**src/rtl/riscv_multicycle_core.sv**
```systemverilog
// Multi-cycle RV32I-subset core: IDLE/FETCH/DECODE/READ/EXEC/WB/HALT FSM, register file and ALU.
// Optional BEQ/BNE support is compiled in with `define BRANCH_EN.
module riscv_multicycle_core #(
    parameter int XLEN    = 32,
    parameter int PC_W    = 10,
    parameter int NREGS   = 32,
    parameter int DBG_REG = 31
) (
    input  logic            clk,
    input  logic            rst,
    input  logic            btn,
    input  logic            run_mode,
    output logic            imem_req,
    output logic [PC_W-1:0] imem_addr,
    input  logic            imem_ready,
    input  logic [31:0]     imem_data,
    output logic [PC_W-1:0] pc,
    output logic [2:0]      state,
    output logic [XLEN-1:0] alu_result,
    output logic            result_ready,
    output logic            inst_retired,
    output logic            halted,
    output logic            illegal,
    output logic [XLEN-1:0] dbg_reg
);
    localparam int RW = (NREGS > 1) ? $clog2(NREGS) : 1;
    localparam int SH = $clog2(XLEN);
    localparam logic [RW-1:0] DBG_IDX = RW'(DBG_REG);

    typedef enum logic [2:0] {
        S_IDLE = 3'd0, S_FETCH = 3'd1, S_DECODE = 3'd2, S_READ = 3'd3,
        S_EXEC = 3'd4, S_WB = 3'd5, S_HALT = 3'd6
    } state_t;

    state_t          st;
    logic [31:0]     ir;
    logic [XLEN-1:0] rf [NREGS];
    logic [XLEN-1:0] op_a, op_b, alu_out, imm;
    logic [2:0]      alu_op;
    logic            use_imm, wr_q, btn_q;
    logic [6:0]      opcode, f7;
    logic [2:0]      f3;
    logic [4:0]      rd_f, rs1_f, rs2_f;
    logic            d_legal, d_ecall, d_imm, d_wr;
    logic [2:0]      d_alu;
    logic [PC_W-1:0] pc_next;
`ifdef BRANCH_EN
    logic            d_br, br_q, br_ne_q;
    logic [12:0]     bimm;
    logic [31:0]     boff32;
    logic [PC_W-1:0] br_off;
`endif

    assign state     = st;
    assign imem_addr = pc;
    assign dbg_reg   = rf[DBG_IDX];

    assign opcode = ir[6:0];
    assign rd_f   = ir[11:7];
    assign f3     = ir[14:12];
    assign rs1_f  = ir[19:15];
    assign rs2_f  = ir[24:20];
    assign f7     = ir[31:25];
    assign imm    = {{(XLEN-12){ir[31]}}, ir[31:20]};

    function automatic logic reg_ok(input logic [4:0] idx);
        return (32'(idx) >> RW) == 32'd0;
    endfunction

    function automatic logic [2:0] alu_of(input logic [2:0] fn);
        case (fn)
            3'b000:  return 3'd0;
            3'b001:  return 3'd2;
            3'b100:  return 3'd4;
            3'b101:  return 3'd5;
            3'b110:  return 3'd6;
            3'b111:  return 3'd7;
            default: return 3'd3;
        endcase
    endfunction

    always_comb begin
        d_ecall = (ir == 32'h0000_0073);
        d_legal = 1'b0;
        d_alu   = alu_of(f3);
        d_imm   = 1'b0;
        d_wr    = 1'b0;
`ifdef BRANCH_EN
        d_br    = 1'b0;
`endif
        case (opcode)
            7'b0110011: begin
                d_wr    = 1'b1;
                d_legal = (f3 != 3'b011) && (f7 == 7'd0 || (f7 == 7'b0100000 && f3 == 3'b000))
                          && reg_ok(rs1_f) && reg_ok(rs2_f) && reg_ok(rd_f);
                if (f3 == 3'b000 && f7[5]) d_alu = 3'd1;
            end
            7'b0010011: begin
                d_wr    = 1'b1;
                d_imm   = 1'b1;
                d_legal = (f3 != 3'b001) && (f3 != 3'b011) && (f3 != 3'b101)
                          && reg_ok(rs1_f) && reg_ok(rd_f);
            end
`ifdef BRANCH_EN
            7'b1100011: begin
                d_br    = 1'b1;
                d_alu   = 3'd1;
                d_legal = (f3[2:1] == 2'b00) && !ir[8] && reg_ok(rs1_f) && reg_ok(rs2_f);
            end
`endif
            default: d_legal = 1'b0;
        endcase
    end

    always_comb begin
        alu_out = '0;
        case (alu_op)
            3'd0: alu_out = op_a + op_b;
            3'd1: alu_out = op_a - op_b;
            3'd2: alu_out = op_a << op_b[SH-1:0];
            3'd3: alu_out = {{(XLEN-1){1'b0}}, $signed(op_a) < $signed(op_b)};
            3'd4: alu_out = op_a ^ op_b;
            3'd5: alu_out = op_a >> op_b[SH-1:0];
            3'd6: alu_out = op_a | op_b;
            3'd7: alu_out = op_a & op_b;
            default: alu_out = '0;
        endcase
    end

`ifdef BRANCH_EN
    // B-immediate is a byte offset; drop the two low bits to get a word offset
    assign bimm   = {ir[31], ir[7], ir[30:25], ir[11:8], 1'b0};
    assign boff32 = {{21{bimm[12]}}, bimm[12:2]};
    always_comb begin
        pc_next = pc + PC_W'(1);
        if (br_q && ((alu_result == '0) != br_ne_q)) pc_next = pc + br_off;
    end
`else
    assign pc_next = pc + PC_W'(1);
`endif

    always_ff @(posedge clk or negedge rst) begin
        if (!rst) begin
            st           <= S_IDLE;
            pc           <= '0;
            ir           <= '0;
            op_a         <= '0;
            op_b         <= '0;
            alu_op       <= '0;
            use_imm      <= 1'b0;
            wr_q         <= 1'b0;
            btn_q        <= 1'b0;
            imem_req     <= 1'b0;
            alu_result   <= '0;
            result_ready <= 1'b0;
            inst_retired <= 1'b0;
            halted       <= 1'b0;
            illegal      <= 1'b0;
`ifdef BRANCH_EN
            br_q         <= 1'b0;
            br_ne_q      <= 1'b0;
            br_off       <= '0;
`endif
            for (int unsigned i = 0; i < NREGS; i++) rf[i] <= '0;
        end else begin
            btn_q        <= btn;
            result_ready <= 1'b0;
            inst_retired <= 1'b0;
            case (st)
                S_IDLE: if (run_mode || (btn && !btn_q)) begin
                    st       <= S_FETCH;
                    imem_req <= 1'b1;
                end
                S_FETCH: if (imem_ready) begin
                    ir       <= imem_data;
                    imem_req <= 1'b0;
                    st       <= S_DECODE;
                end
                S_DECODE: begin
                    if (d_ecall) begin
                        st     <= S_HALT;
                        halted <= 1'b1;
                    end else if (!d_legal) begin
                        st      <= S_HALT;
                        halted  <= 1'b1;
                        illegal <= 1'b1;
                    end else begin
                        st      <= S_READ;
                        alu_op  <= d_alu;
                        use_imm <= d_imm;
                        wr_q    <= d_wr && (rd_f != 5'd0);
`ifdef BRANCH_EN
                        br_q    <= d_br;
                        br_ne_q <= f3[0];
                        br_off  <= boff32[PC_W-1:0];
`endif
                    end
                end
                S_READ: begin
                    op_a <= rf[rs1_f[RW-1:0]];
                    op_b <= use_imm ? imm : rf[rs2_f[RW-1:0]];
                    st   <= S_EXEC;
                end
                S_EXEC: begin
                    alu_result   <= alu_out;
                    result_ready <= 1'b1;
                    inst_retired <= 1'b1;
                    st           <= S_WB;
                end
                S_WB: begin
                    if (wr_q) rf[rd_f[RW-1:0]] <= alu_result;
                    pc <= pc_next;
                    if (run_mode) begin
                        st       <= S_FETCH;
                        imem_req <= 1'b1;
                    end else begin
                        st <= S_IDLE;
                    end
                end
                S_HALT:  st <= S_HALT;
                default: st <= S_HALT;
            endcase
        end
    end
endmodule
```
**config.mk**
```make
export PLATFORM = sky130hd
export DESIGN_NAME = riscv_multicycle_core
export DESIGN_NICKNAME = d
export VERILOG_FILES = /design/src/rtl/riscv_multicycle_core.sv
export SDC_FILE = /design/constraint.sdc
export NUM_CORES = 2
export LEC_CHECK = 0
export BUFFER_PORTS_ARGS = -buffer_cell sky130_fd_sc_hd__buf_2
export CORE_MARGIN = 3
export CORE_UTILIZATION = 55
export CTS_BUF_LIST = sky130_fd_sc_hd__clkbuf_8
export DETAILED_ROUTE_END_ITERATION = 16
export MAX_ROUTING_LAYER = met4
export PLACE_DENSITY_LB_ADDON = 0.08
export SLEW_MARGIN = 20
export SYNTH_ARGS = -nofsm -noshare
export SYNTH_HDL_FRONTEND = slang
export SYNTH_SLANG_ARGS = --single-unit
```
**constraint.sdc**
```tcl
create_clock -name clk -period 5.25 [get_ports clk]
set_input_delay 1.05 -clock clk [delete_from_list [all_inputs] [get_ports clk]]
set_output_delay 1.05 -clock clk [all_outputs]
set_load 0.02 [all_outputs]
```
Yosys cells after proc, flatten, opt, wreduce, memory -nomap -nowiden
Index checks and enable logic that the tools add are counted.
W data, S select, Z words.
Word-level totals
  bits in registers: 1175
  input bits: 37
  word-level logic and storage cells: 147
Cells by class
  add/subtract/negate cells: 3
  order comparisons: 5
  eq/ne operators: 28
  shift-type cells: 2
  multiplexer cells: 30
  bitwise logic cells: 8
  reduce and logical (&&, ||, !) cells: 25
Operators by type and width (number)
  $bwmux W1024: 1
  $bmux W32 S5: 2
  $pmux W32 S8: 1
  $mux W32: 6
  $demux W32 S5: 1
  $pmux W3 S6: 2
  $add A32 B32 Y32: 1
  $and A32 B32 Y32: 1
  $eq A32 B7 Y1 const B: 1
  $lt A32 B32 Y1: 1
  $or A32 B32 Y32: 1
  $shl A32 B5 Y32: 1
  $shr A32 B5 Y32: 1
  $sub A32 B32 Y32: 1
  $xor A32 B32 Y32: 1
  $eq A3 B3 Y1 const B: 10
  $ge A6 B6 Y1 const B: 3
  $mux W3: 6
  $not A5 Y6: 3
  $eq A7 B6 Y1 const B: 2
  $eq A3 B2 Y1 const B: 4
  $add A10 B1 Y10 const B: 1
  $eq A3 B1 Y1 const B: 3
  $logic_not A3 Y1: 3
  21 further kinds: 44

Logic depth before layout (Yosys ltp)
  depth in word-level cells: 8
  gate-level depth with buffers: 16
  gate-level depth less buffers: 12

Least setup slack after synthesis
OpenSTA, ideal clock, no wires.
  path kind: register to register
  start point: register op_b[2]
  end point: register alu_result[29]
  arrival time: 3.843 ns
  setup slack: 1.325 ns
  stages on the path, launching flop included: 17
  buffers on the path: 5
  period minus slack after synthesis: 3.925 ns
  cells stage by stage: dfrtp_1 buf_2 inv_2 buf_2 buf_2 clkbuf_1 ha_1 buf_2 nor3_1 o21ai_1 a2111oi_2 a211oi_2 a22oi_2 and4_1 o21ai_1 or4_1 a31oi_1
Between the ends
  word-level cells in the longest chain between the ends: 2
RTL lines
  start: declaration: RTL line 38  | logic [XLEN-1:0] op_a, op_b, alu_out, imm;
  start signal: assignment: RTL line 201  | op_b <= use_imm ? imm : rf[rs2_f[RW-1:0]];
  $sub A32 B32 Y32 (tied with other cells): RTL line 119  | 3'd1: alu_out = op_a - op_b;
  $pmux W32 S8 (*): RTL line 117  | case (alu_op)
  end signal: assignment: RTL line 205  | alu_result <= alu_out;
  end: declaration: RTL line 19  | output logic [XLEN-1:0] alu_result,
Every way passes the cells marked *; elsewhere a longest branch is shown, timed or not.
A chain may end at the register's enable or synchronous reset.

Worst setup path in the final report
  start point: register op_b[0]
  end point: register alu_result[0]
Between the ends
  word-level cells in the longest chain between the ends: 2
RTL lines (RTL line)
  $sub A32 B32 Y32 (tied with other cells): 119
  $pmux W32 S8 (*): 117
Marks and branches as above.

==> reports/results.tsv <==
stage	metric	value	unit
outcome	outcome	completed	
timing	Slew @ Worst Pin	1.12	ns
synth	EDFF count, synth	0	
critical_path	Worst path most repeated cell	nor4_1	
global_routing	pin count of the biggest net entering global routing	125	
critical_path	R2R setup slack	0.97	ns
critical_path	Worst Path Buf+Inv	0	
finish	fraction of layout cells with a size suffix above 1	0.422	
route	number of DRC markers in iteration 0	5586	
timing	RSZ-0062 raised after global routing	false	
finish	post-route cell area	75400	µm²
route	Routed Antenna Nets	0	
timing	endpoints failing hold	0	
clocking	CTS HTree Levels	4	
synth	sequential area share after synthesis	0.427	
finish	most common cell after layout, fill and taps aside	dfrtp_1	
place	Final HPWL DP	152	mm
place	number of buffers added on ports	128	
synth	top cells by area, synth	dfrtp_1, mux2_2, mux4_2	
timing	fin. max-slew vios	0	
finish	non-filler cells, final	7077	
die	die height	360	µm
critical_path	crit path cell chain	ha_1 > fa_1 > o21bai_1 > a2111o_1 > nand3b_1 > and3_1 > o32ai_1 > o41ai_2 > nor4_1 > nor4_1 > o32a_1	
critical_path	Top delay family on crit path	compound AO/OA/AOI/OAI gates	
clocking	Post-CTS Setup Bufs	0	
synth	Async SR Flop Fraction	1.00	
synth	most used flip-flop cell after synthesis	dfrtp_1	
pwr	Tot Pwr	32.8	mW
clocking	later-pin clock latency in the skew report	0.95	ns
die	site row count	129	
timing	Setup TNS	0	ns
critical_path	CP startpoint kind	register	
route	average routed wire per standard cell	33.8	µm
pwr	pwr/cell area	435	nW/µm²
pwr	VDD IR max	636	µV
route	via/cell ratio	7.00	
critical_path	critical path class	register to register	
global_routing	vias in the first global route	49500	
hold_path	Worst Hold Class	input port to async pin	
timing	Fin Clk Skew	0.0740	ns
global_routing	GRT Util Overall	0.379	
timing	minimum clock period	4.28	ns
route	wl on met1	98.0	mm
pwr	Pleak	34.6	nW
route	top routing layer in use	met4	
timing	Tcrit/Tclk final	0.815	
route	overall routed net length	239	mm
route	router iterations before antenna repair	6	
die	die area	129000	µm²
clocking	CTS tree	done	
die	core footprint	124000	µm²
die	Top Ports	129	
critical_path	Worst EP required	6.03	ns
global_routing	antenna violations before repair	9	
synth	Post-Syn Instances	5311	
synth	synthesized net count	5448	
clocking	TritonCTS Buffers	200	
synth	#FFs+latches synth	1175	
route	routed wl met2	108	mm
route	vias	49600	
clocking	Root Buffer	clkbuf_8	
route	Met3 Wirelength	23.5	mm
synth	post-synthesis cell area	68800	µm²
synth	synthesized area per cell	13.0	µm²
route	# DRC	0	
timing	Slew HR	0.249	
synth	area fraction of the dominant cell type after synthesis	0.427	
synth	cell taking the most area after synthesis	dfrtp_1	
timing	fmax	234	MHz
global_routing	global-route wire length before repair	348	mm
critical_path	Max Fanout on Critical Path	36	
critical_path	slowest cell delay on critical path	0.68	ns
critical_path	CP Capture Type	register	
clocking	Clock Sinks	1175	
finish	Most flops, register	rf	
place	placed insts	6703	
critical_path	slowest stage cell, crit path	dfrtp_4	
synth	post-synth cell types	90	
finish	Largest register FFs	992	
clocking	CTS resizes	0	
run	Max-cap violations	0	
critical_path	Worst EP arrival	5.06	ns
place	gpl congestion	1.06	
timing	# setup viols final	0	
place	placed instance area	71100	µm²
finish	commonest non-fill, non-tap cells in the layout	dfrtp_1, mux2_2, mux4_2	
synth	Synth Warn #	0	
clocking	cts hold-fix bufs	0	
global_routing	GRT Residual Overflow	0	
finish	net count reported at finish	5405	
finish	Syn-to-layout area delta	9.61	%
die	chip width	360	µm
die	Initial Utilization	0.555	
clocking	clk slew on worst S/H paths	0.06	ns
clocking	maximum buffer depth of the clock tree	3	
[per-layer routing]
layer / GRT usage / vias to the layer above
met5: - / -
met4: 0.140 / 0
met3: 0.0999 / 531
met2: 0.554 / 2505
met1: 0.512 / 26300
li1: - / 20200
[kinds of logic (layout without fill, tap and decap cells)]
| group | Yosys count | after routing | synth area share |
|---|---|---|---|
| simple gates | 622 | 622 | 0.0417 |
| mux | 1873 | 1873 | 0.386 |
| xor+xnor | 36 | 36 | 0.00458 |
| compound gates | 851 | 851 | 0.0816 |
| flops | 1175 | 1175 | 0.427 |
| buf+inv | 654 | 774 | 0.0407 |
| fa+ha+maj | 100 | 100 | 0.0184 |
| other cells | 0 | 9 | 0 |
[path summary, 6_finish.rpt]
check,startpoint,to,cells after the start
setup / recovery,op_b[0],alu_result[0],11
hold / removal,rst,rf[526],1
setup reg to reg,op_b[0],alu_result[0],11
hold reg to reg,illegal,illegal,1
max in group asynchronous,rst,ir[18],2
min in group clk,btn,btn_q,1
[area by class of cell]
cell class                      instances  area [µm²]
Clock buffer                          261        3590
Sequential cell                      1175       29400
Timing Repair Buffer                  309        2390
Multi-Input combinational cell       3482       36900
Inverter                              100         375
Fill cell                            9915       48500
Clock inverter                        104         668
Tap cell                             1637        2050
Antenna cell                            9        22.5
[worst reg2reg max path: cells and delay by family, from the launching register on]
kind,cells,cell delay (ns)
flops,1,0.68
compound gates,5,1.65
simple gates,4,1.06
fa+ha+maj,2,0.75
[Yosys cell counts, types with 17 or more instances]
cell type / instances
a211oi_1: 40
a21o_1: 19
a21oi_1: 216
a221oi_1: 28
a22o_1: 32
buf_1: 72
buf_2: 102
buf_4: 45
clkbuf_1: 330
dfrtp_1: 1175
ha_1: 98
inv_1: 95
mux2_2: 1097
mux2i_1: 265
mux4_2: 498
nand2_1: 186
nand2b_1: 22
nand3_1: 33
nor2_1: 207
nor2b_1: 37
nor3_1: 50
o211ai_1: 17
o21ai_0: 182
o221ai_1: 93
o22ai_1: 71
o31ai_1: 31
xnor2_1: 31
[through the flow]
stage,setup slack (ns),util,hold slack (ns)
global route,0.914,0.608,0.171
floorplan,1.32,-,0.471
finish,0.970,0.608,0.142
detailed placement,1.17,0.574,0.458
global placement,1.18,0.574,0.457
CTS,1.14,0.608,0.134
[power by group]
group / internal [mW] / switching, mW / total (mW)
Clock: 4.72 / 3.99 / 8.71
Sequential: 9.46 / 1.40 / 10.9
Combinational: 4.49 / 8.80 / 13.3
No activity file was read; power rests on OpenSTA's default activity.
